## config.mk

```make
export PLATFORM = sky130hd
export DESIGN_NAME = huff_rom_sched
export DESIGN_NICKNAME = d
export VERILOG_FILES = /design/src/rtl/huff_rom_sched_pkg.sv /design/src/rtl/huff_rom_sched_rr_arb.sv /design/src/rtl/huff_rom_sched.sv
export SDC_FILE = /design/constraint.sdc
export NUM_CORES = 1
export LEC_CHECK = 0
export CAP_MARGIN = 40
export CORE_AREA = 2 2 226 228
export CTS_CLUSTER_SIZE = 25
export DETAILED_ROUTE_END_ITERATION = 8
export DIE_AREA = 0 0 228 230
export PLACE_DENSITY_LB_ADDON = 0.1
export SLEW_MARGIN = 20
export SYNTH_ARGS = -nofsm -noshare
export SYNTH_HDL_FRONTEND = slang
export SYNTH_SLANG_ARGS = --single-unit
```

## constraint.sdc

```tcl
create_clock -name clk -period 2.8 [get_ports clk]
set_clock_uncertainty 0.1 [all_clocks]
set_input_delay 0.56 -clock clk [delete_from_list [all_inputs] [get_ports clk]]
set_output_delay 0.56 -clock clk [all_outputs]
set_load 0.01 [all_outputs]
```

## src/rtl/huff_rom_sched_pkg.sv

```systemverilog
// Shared defaults and scheduler state type for the Huffman table ROM scheduler.
package huff_pkg;

  localparam int ROM_NUM_DEF    = 2;
  localparam int ADDR_WIDTH_DEF = 8;
  localparam int DATA_WIDTH_DEF = 64;
  localparam int NUM_REQ_DEF    = 2;

  typedef enum logic [1:0] {
    EMPTY = 2'd0,
    LOAD  = 2'd1,
    SERVE = 2'd2
  } sched_state_t;

  // Index width that stays legal even for a single requester.
  function automatic int idx_width(input int n);
    return (n > 1) ? $clog2(n) : 1;
  endfunction

endpackage

```

## src/rtl/huff_rom_sched_rr_arb.sv

```systemverilog
// Round-robin arbiter: priority starts just after the last granted requester,
// which resets to the highest index so requester 0 wins first.
module rr_arb
  import huff_pkg::*;
#(
  parameter int NUM_REQ = NUM_REQ_DEF,
  localparam int IDXW   = idx_width(NUM_REQ)
) (
  input  logic               clk,
  input  logic               rst_n,
  input  logic [NUM_REQ-1:0] i_req,
  input  logic               i_en,
  output logic [NUM_REQ-1:0] o_gnt,
  output logic [IDXW-1:0]    o_idx
);

  logic [IDXW-1:0] r_last;
  logic [IDXW-1:0] w_cand;
  logic            w_found;

  // Walk the requesters starting one past the last winner; first hit wins.
  always_comb begin
    o_gnt   = '0;
    o_idx   = '0;
    w_found = 1'b0;
    w_cand  = '0;
    for (int k = 1; k <= NUM_REQ; k++) begin
      w_cand = IDXW'((int'(r_last) + k) % NUM_REQ);
      if (i_en && !w_found && i_req[w_cand]) begin
        w_found       = 1'b1;
        o_gnt[w_cand] = 1'b1;
        o_idx         = w_cand;
      end
    end
  end

  always_ff @(posedge clk or negedge rst_n) begin
    if (!rst_n) begin
      r_last <= IDXW'(NUM_REQ - 1);
    end else if (w_found) begin
      r_last <= o_idx;
    end
  end

endmodule

```

## src/rtl/huff_rom_sched.sv

```systemverilog
// Huffman table ROM scheduler: loads the code table into the ROM banks, then
// round-robins encoder lookups. Optional stall counter: HUFF_SCHED_STALL_CNT_EN.
module huff_rom_sched
  import huff_pkg::*;
#(
  parameter int ROM_NUM    = ROM_NUM_DEF,
  parameter int ADDR_WIDTH = ADDR_WIDTH_DEF,
  parameter int DATA_WIDTH = DATA_WIDTH_DEF,
  parameter int NUM_REQ    = NUM_REQ_DEF
) (
  input  logic                          clk,
  input  logic                          rst_n,
  input  logic                          ld_valid,
  output logic                          ld_ready,
  input  logic [ADDR_WIDTH-1:0]         ld_addr,
  input  logic [ROM_NUM*DATA_WIDTH-1:0] ld_data,
  input  logic                          ld_last,
  input  logic [NUM_REQ-1:0]            rd_req,
  input  logic [NUM_REQ*ADDR_WIDTH-1:0] rd_addr,
  output logic [NUM_REQ-1:0]            rd_gnt,
  output logic [NUM_REQ-1:0]            rd_valid,
  output logic [ROM_NUM*DATA_WIDTH-1:0] rd_data,
  output logic                          tbl_valid,
  output logic [ROM_NUM*ADDR_WIDTH-1:0] rom_addr,
  output logic                          rom_we,
  output logic [ROM_NUM*DATA_WIDTH-1:0] rom_din,
  input  logic [ROM_NUM*DATA_WIDTH-1:0] rom_dout,
  output logic [15:0]                   stall_cnt
);

  localparam int IDXW = idx_width(NUM_REQ);

  sched_state_t                  r_state;
  sched_state_t                  w_stateNext;
  logic                          r_ldReady;
  logic                          w_ldFire;
  logic                          w_arbEn;
  logic [NUM_REQ-1:0]            w_gnt;
  logic [IDXW-1:0]               w_winIdx;
  logic [ADDR_WIDTH-1:0]         w_winAddr;
  logic [NUM_REQ-1:0]            r_rdValid;
  logic [ROM_NUM*DATA_WIDTH-1:0] r_rdData;

  // Loads always win over lookups, so reads are only arbitrated when idle.
  assign w_ldFire  = ld_valid && r_ldReady;
  assign w_arbEn   = (r_state == SERVE) && !ld_valid;
  assign w_winAddr = rd_addr[int'(w_winIdx)*ADDR_WIDTH +: ADDR_WIDTH];

  rr_arb #(
    .NUM_REQ (NUM_REQ)
  ) u_arb (
    .clk   (clk),
    .rst_n (rst_n),
    .i_req (rd_req),
    .i_en  (w_arbEn),
    .o_gnt (w_gnt),
    .o_idx (w_winIdx)
  );

  always_comb begin
    w_stateNext = r_state;
    case (r_state)
      EMPTY, LOAD: begin
        if (w_ldFire) begin
          w_stateNext = ld_last ? SERVE : LOAD;
        end
      end
      SERVE: begin
        if (w_ldFire && !ld_last) begin
          w_stateNext = LOAD;
        end
      end
      default: w_stateNext = EMPTY;
    endcase
  end

  // One shared index drives every bank: the load address or the read winner.
  always_comb begin
    rom_we   = w_ldFire;
    rom_addr = '0;
    rom_din  = '0;
    if (w_ldFire) begin
      rom_addr = {ROM_NUM{ld_addr}};
      rom_din  = ld_data;
    end else if (|w_gnt) begin
      rom_addr = {ROM_NUM{w_winAddr}};
    end
  end

  always_ff @(posedge clk or negedge rst_n) begin
    if (!rst_n) begin
      r_state   <= EMPTY;
      r_ldReady <= 1'b0;
      r_rdValid <= '0;
      r_rdData  <= '0;
    end else begin
      r_state   <= w_stateNext;
      r_ldReady <= 1'b1;
      r_rdValid <= w_gnt;
      if (|w_gnt) begin
        r_rdData <= rom_dout;
      end
    end
  end

  assign ld_ready  = r_ldReady;
  assign rd_gnt    = w_gnt;
  assign rd_valid  = r_rdValid;
  assign rd_data   = r_rdData;
  assign tbl_valid = (r_state == SERVE);

`ifdef HUFF_SCHED_STALL_CNT_EN
  logic [15:0] r_stallCnt;
  logic [16:0] w_stallSum;

  always_comb begin
    w_stallSum = {1'b0, r_stallCnt};
    for (int k = 0; k < NUM_REQ; k++) begin
      w_stallSum = w_stallSum + 17'(rd_req[k] & ~w_gnt[k]);
    end
  end

  always_ff @(posedge clk or negedge rst_n) begin
    if (!rst_n) begin
      r_stallCnt <= '0;
    end else begin
      r_stallCnt <= w_stallSum[16] ? 16'hFFFF : w_stallSum[15:0];
    end
  end

  assign stall_cnt = r_stallCnt;
`else
  assign stall_cnt = '0;
`endif

  a_gntOneHot: assert property (@(posedge clk) disable iff (!rst_n) $onehot0(w_gnt));
  a_noGntOnWrite: assert property (@(posedge clk) disable iff (!rst_n) !(rom_we && (|w_gnt)));

endmodule

```

# [Word-level counts from Yosys, hierarchy flattened]
# Index checks and enable logic that the tools add are counted.
[totals] regBits=134 input_bits=286
[op_classes] addsub=2 n_lt_le_gt_ge=4 n_eq_ne=4 shifts=1 n_mux=21 n_bitwise=1 n_reduce_logical=15
[ops] op="$mux W128" n=1
[ops] op="$mux W16" n=2
[ops] op="$shiftx A16 B5 Y8" n=1
[ops] op="$mux W1" n=10
[ops] op="$mux W2" n=5
[ops] op="$logic_and A1 B1 Y1" n=8
[ops] op="$lt A1 B2 Y1 const B" n=2
[ops] op="$pmux W2 S2" n=1
[ops] op="$reduce_or A2 Y1" n=2
[ops] op="$logic_not A1 Y1" n=3
[ops] op="$add A1 B1 Y1 const B" n=2
[ops] op="$demux W1 S1" n=2
[ops] op="$eq A2 B1 Y1 const B" n=1
[ops] op="$eq A2 B2 Y1 const B" n=1
[ops] op="$ge A1 B1 Y1 const B" n=2
[ops] op="$logic_not A2 Y1" n=1
[ops] op="$ne A2 B1 Y1 const B" n=1
[ops] op="$ne A2 B2 Y1 const B" n=1
[ops] op="$or A2 B2 Y2" n=1
[ops] op="$reduce_and A2 Y1" n=1

# [Logic depth before layout (Yosys ltp)]
[logic_depth] depth_word=12 ltp_mapped=6 depth_no_buf=4

# [Cells and area by module]
# From an unflattened synthesis, not the netlist that was laid out.
[unflattened] hier_cells=494 hier_area_um2=6804.0
[modules_own_cells] mod="huff_rom_sched" n_inst=1 cells_each=485 area_each_um2=6736.5 seq_area_each_um2=3328.2
[modules_own_cells] mod="rr_arb" n_inst=1 cells_each=9 area_each_um2=67.6 seq_area_each_um2=26.3

# [Worst setup path before layout]
# No wires, ideal clock.
[synth_path] path_kind="in2out" startpoint="in ld_valid" endpoint="out rom_addr[13]" t_arrival_ns=1.603 required_ns=2.140 path_slack_ns=0.537 stages=5 path_buffers=2 cell_sequence="nor3b_4 > o21ai_2 > clkbuf_1 > o21ai_0 > buf_4"
[synth_between] elab_chain_len=11 elab_cells_between_ends=17 classes_between="1 x shift; 7 x mux; 1 x bitwise; 8 x reduce/logical"
[synth_lines] item="start, declared" line_no="huff_rom_sched.sv:13" rtl="input logic ld_valid,"
[synth_lines] item="$logic_not A1 Y1" line_no="huff_rom_sched.sv:46" rtl="assign w_arbEn = (r_state == SERVE) && !ld_valid;"
[synth_lines] item="$logic_and A1 B1 Y1" line_no="huff_rom_sched.sv:46"
[synth_lines] item="$logic_and A1 B1 Y1" line_no="huff_rom_sched_rr_arb.sv:29" rtl="if (i_en && !w_found && i_req[w_cand]) begin"
[synth_lines] item="$mux W1" line_no="huff_rom_sched_rr_arb.sv:29"
[synth_lines] item="$logic_not A1 Y1" line_no="huff_rom_sched_rr_arb.sv:29"
[synth_lines] item="$logic_and A1 B1 Y1 (2 in series)" line_no="huff_rom_sched_rr_arb.sv:29"
[synth_lines] item="$mux W1 or $mux W2 (tied branches)" line_no="huff_rom_sched_rr_arb.sv:29"
[synth_lines] item="$shiftx A16 B5 Y8 or $reduce_or A2 Y1 (tied branches)" line_no="huff_rom_sched.sv:47, huff_rom_sched.sv:85"
[synth_lines] item="$mux W16" line_no="huff_rom_sched.sv:85" rtl="end else if (|w_gnt) begin"
[synth_lines] item="$mux W16 (*)" line_no="huff_rom_sched.sv:82" rtl="if (w_ldFire) begin"
[synth_lines] item="end, declared" line_no="huff_rom_sched.sv:24" rtl="output logic [ROM_NUM*ADDR_WIDTH-1:0] rom_addr,"
# Mark *: on every way between the ends. The rest lies on a longest branch, timed or not.

# [Final worst setup path]
[layout_path] startpoint="in rd_req[1]" endpoint="out rom_addr[13]"
[layout_between] elab_chain_len=11 elab_cells_between_ends=18 classes_between="1 x shift; 11 x mux; 1 x bitwise; 5 x reduce/logical"
[layout_lines] item="start, declared" line_no="huff_rom_sched.sv:18" rtl="input logic [NUM_REQ-1:0] rd_req,"
[layout_lines] item="$mux W1 (not written as such) (2 in series)" line_no="huff_rom_sched_rr_arb.sv:29"
[layout_lines] item="$logic_and A1 B1 Y1" line_no="huff_rom_sched_rr_arb.sv:29"
[layout_lines] item="$mux W1" line_no="huff_rom_sched_rr_arb.sv:29"
[layout_lines] item="$logic_not A1 Y1" line_no="huff_rom_sched_rr_arb.sv:29"
[layout_lines] item="$logic_and A1 B1 Y1 (2 in series)" line_no="huff_rom_sched_rr_arb.sv:29"
[layout_lines] item="$mux W1 or $mux W2 (tied branches)" line_no="huff_rom_sched_rr_arb.sv:29"
[layout_lines] item="$shiftx A16 B5 Y8 or $reduce_or A2 Y1 (tied branches)" line_no="huff_rom_sched.sv:47, huff_rom_sched.sv:85"
[layout_lines] item="$mux W16 (*)" line_no="huff_rom_sched.sv:85"
[layout_lines] item="$mux W16 (*)" line_no="huff_rom_sched.sv:82"
# Mark *: on every way between the ends. The rest lies on a longest branch, timed or not. The select of a mux whose other input is x is not followed.

==> flow_metrics.tcl <==
set metrics [dict create \
    timing.final.crit_share_pct 98.16 \
    slew_headroom_pct 49.94 \
    htreeDepth 4 \
    dieArea_um2 52440 \
    num_io_pins 581 \
    tightest_slew_ns 0.7508 \
    core_area_um2 49860 \
    drt_iter0_drc 219 \
    grt_setup_unrepaired "true" \
    synth_seq_cells 134 \
    initial_core_util_pct 13.08 \
    cp.arrival_ns 2.09 \
    grt_usage_pct 13.52 \
    worstRegToRegCells 7 \
    ys_seq_area_share_pct 51.43 \
    avgSynthCellArea_um2 8.449 \
    ys.flop_type "dfrtp_1" \
    setup_slack_ns 0.05157 \
    ff_latch_area_um2 3361 \
    synth.most_common_cell "nand2_1" \
    grt_antenna_before_repair 6 \
    synth_cell_types 25 \
    cts_root_buf "clkbuf_16" \
    cts_tree "built" \
    wl_um 36230 \
    synthTopCellsByCount "394 x nand2_1, 133 x dfrtp_1, 128 x and3_1, 29 x clkbuf_1, 26 x buf_4" \
    yosysWarnings 0 \
    synthArstFlopShare_pct 100.0 \
    vias 7277 \
    fmax_mhz 363.8 \
    worstSkewPairLatency_ns 0.44 \
    multi_input_comb_area_um2 2594 \
    setup_viol 0 \
    critical_path_required_ns 2.14 \
    cts_buffers 17 \
    slew_viol_final 0 \
    drt_pre_antenna_iters 4 \
    p_leak_nw 6.376 \
    postSynthCellCount 772 \
    status "finished clean" \
    clkSinkCount 134 \
    rows 82 \
    crit_path_start_kind "input port" \
    pre_cts_ws_ns -0.3461 \
    grt_pass1_wl_um 51760 \
    finalHoldViolCount 0 \
    syn_area_um2 6523 \
    yosysTopAreaCell "dfrtp_1" \
    die_w_um 228 \
    drc 0 \
    worstPathMaxFanout 9 \
    crit_path_end_kind "primary output" \
    viasPerCell 3.594 \
    drive_gt1_share_pct 7.413 \
    r2r_setup_slack_ns 0.69 \
    nFillCells 5444 \
    clkTransAtPathRegs_ns 0.06 \
    place.gp.congestion 0.7818 \
    fin_nets 1622 \
    criticalPathCategory "in2out" \
    grt_max_degree 124 \
    numPortBuffers 564 \
    cap_violations 0 \
    die_h_um 230 \
    grt_pass1_vias 7685 \
    fin_setup_tns_ns 0 \
    min_period_ns 2.748 \
    ys_top_cells_by_area "dfrtp_1 51%, nand2_1 23%, and3_1 12%, buf_12 3.4%, buf_4 3.0%" \
    grt_overflow 0 \
    vdd_ir_drop_max_v 0.0002835 \
    synth-edff-count 0 \
    clockBufferDepth 2 \
    place_hpwl_um 28680 \
    wl_per_cell_um 17.89 \
    synth.top_cell.area_share_pct 51.03 \
    hold_class "reg2reg" \
    worstHoldPathCells 2 \
    synthToLayoutAreaGrowth_pct 106.5 \
    drt.antenna.violating_nets 0 \
    fin_util_pct 27.01 \
    powerDensity_nw_per_um2 760.9 \
]
[worst paths after layout]
| kind | from | endpoint |
|---|---|---|
| min in group asynchronous | rst_n | rd_data[14] |
| setup reg to reg | r_state[0] | rd_data[115] |
| max in group asynchronous | rst_n | u_arb.r_last |
| setup / recovery | rd_req[1] | rom_addr[13] |
| hold reg to reg | rd_data[98] | rd_data[98] |
| hold / removal | rd_data[98] | rd_data[98] |
[power by group]
group / switching (mW) / internal [mW] / total (mW)
clock network: 0.874 / 1.40 / 2.28
registers: 0.490 / 2.89 / 3.38
logic: 1.97 / 2.62 / 4.59
total: 3.33 / 6.91 / 10.2
[stage by stage]
stage | instances | power (mW) | cell area (um2) | hold slack [ns]
global placement | 1980 | 8.040 | 12830 | 0.3577
global route | 2024 | 10.96 | 13460 | 0.3850
detailed placement | 1980 | 8.050 | 12830 | 0.3607
CTS | 2017 | 10.49 | 13470 | 0.3755
floorplan | 787 | 4.997 | 6579 | 0.1644
finish | 2025 | 10.25 | 13470 | 0.3690
[state kept, by name, indices dropped and copies added (netlist names)]
signal	flops
ld_ready	1
r_state	2
rd_data	128
rd_valid	2
u_arb.r_last	1
[cells in the final DEF, fill, tap and decap left out, drive strengths merged, types with 3 or more instances in the layout]
| cell | n |
|---|---|
| diode | 4 |
| clkinv | 3 |
| and3 | 129 |
| dfrtp | 133 |
| nand2 | 394 |
| buf | 53 |
| conb | 17 |
| mux2i | 8 |
| dlygate4sd2 | 8 |
| clkdlybuf4s50 | 544 |
| o21ai | 11 |
| clkbuf | 31 |
[cells by family after synthesis]
family	count (synthesis)	share of synthesized area [%]
simple gates	529	35.89
flops	134	51.43
compound gates	15	1.458
buf+inv	84	9.879
mux	8	1.228
other cells	2	0.1151
[what timing repair did]
item / CTS / global route
hold buffers: 1 / 0
gates resized for setup: 38 / 15
pin swaps: 2 / 3
cloned: 0 / 0
setup buffers: 4 / 4
hold endpoints to repair: 35 / 0
setup endpoints to repair: 45 / 16
[critical path: stages]
cell and delay (ns):
clkdlybuf4s50_1 0.44, buf_4 0.17, o21ai_4 0.32, o21ai_1 0.16
buf_4 0.16, dlygate4sd2_1 0.27
[per-layer routing]
metal	vias to the layer above	track usage, %	routed length (um)
met1	3411	12.91	12670
li1	3532	-	-
met3	21	5.915	3187
met4	4	3.881	508
met5	-	0	27
met2	309	26.02	19830
[area by class of cell]
type                       count  share of cell area [%]
timing repair buffer         613                   45.06
sequential                   134                   24.96
multi-input combinational    569                   19.26
tap                          672                   6.244
clock buffer                  25                   3.679
clock inverter                 7                  0.6968
antenna                        4                 0.07433
inverter                       1                 0.02787
No activity file was read; power rests on OpenSTA's default activity.
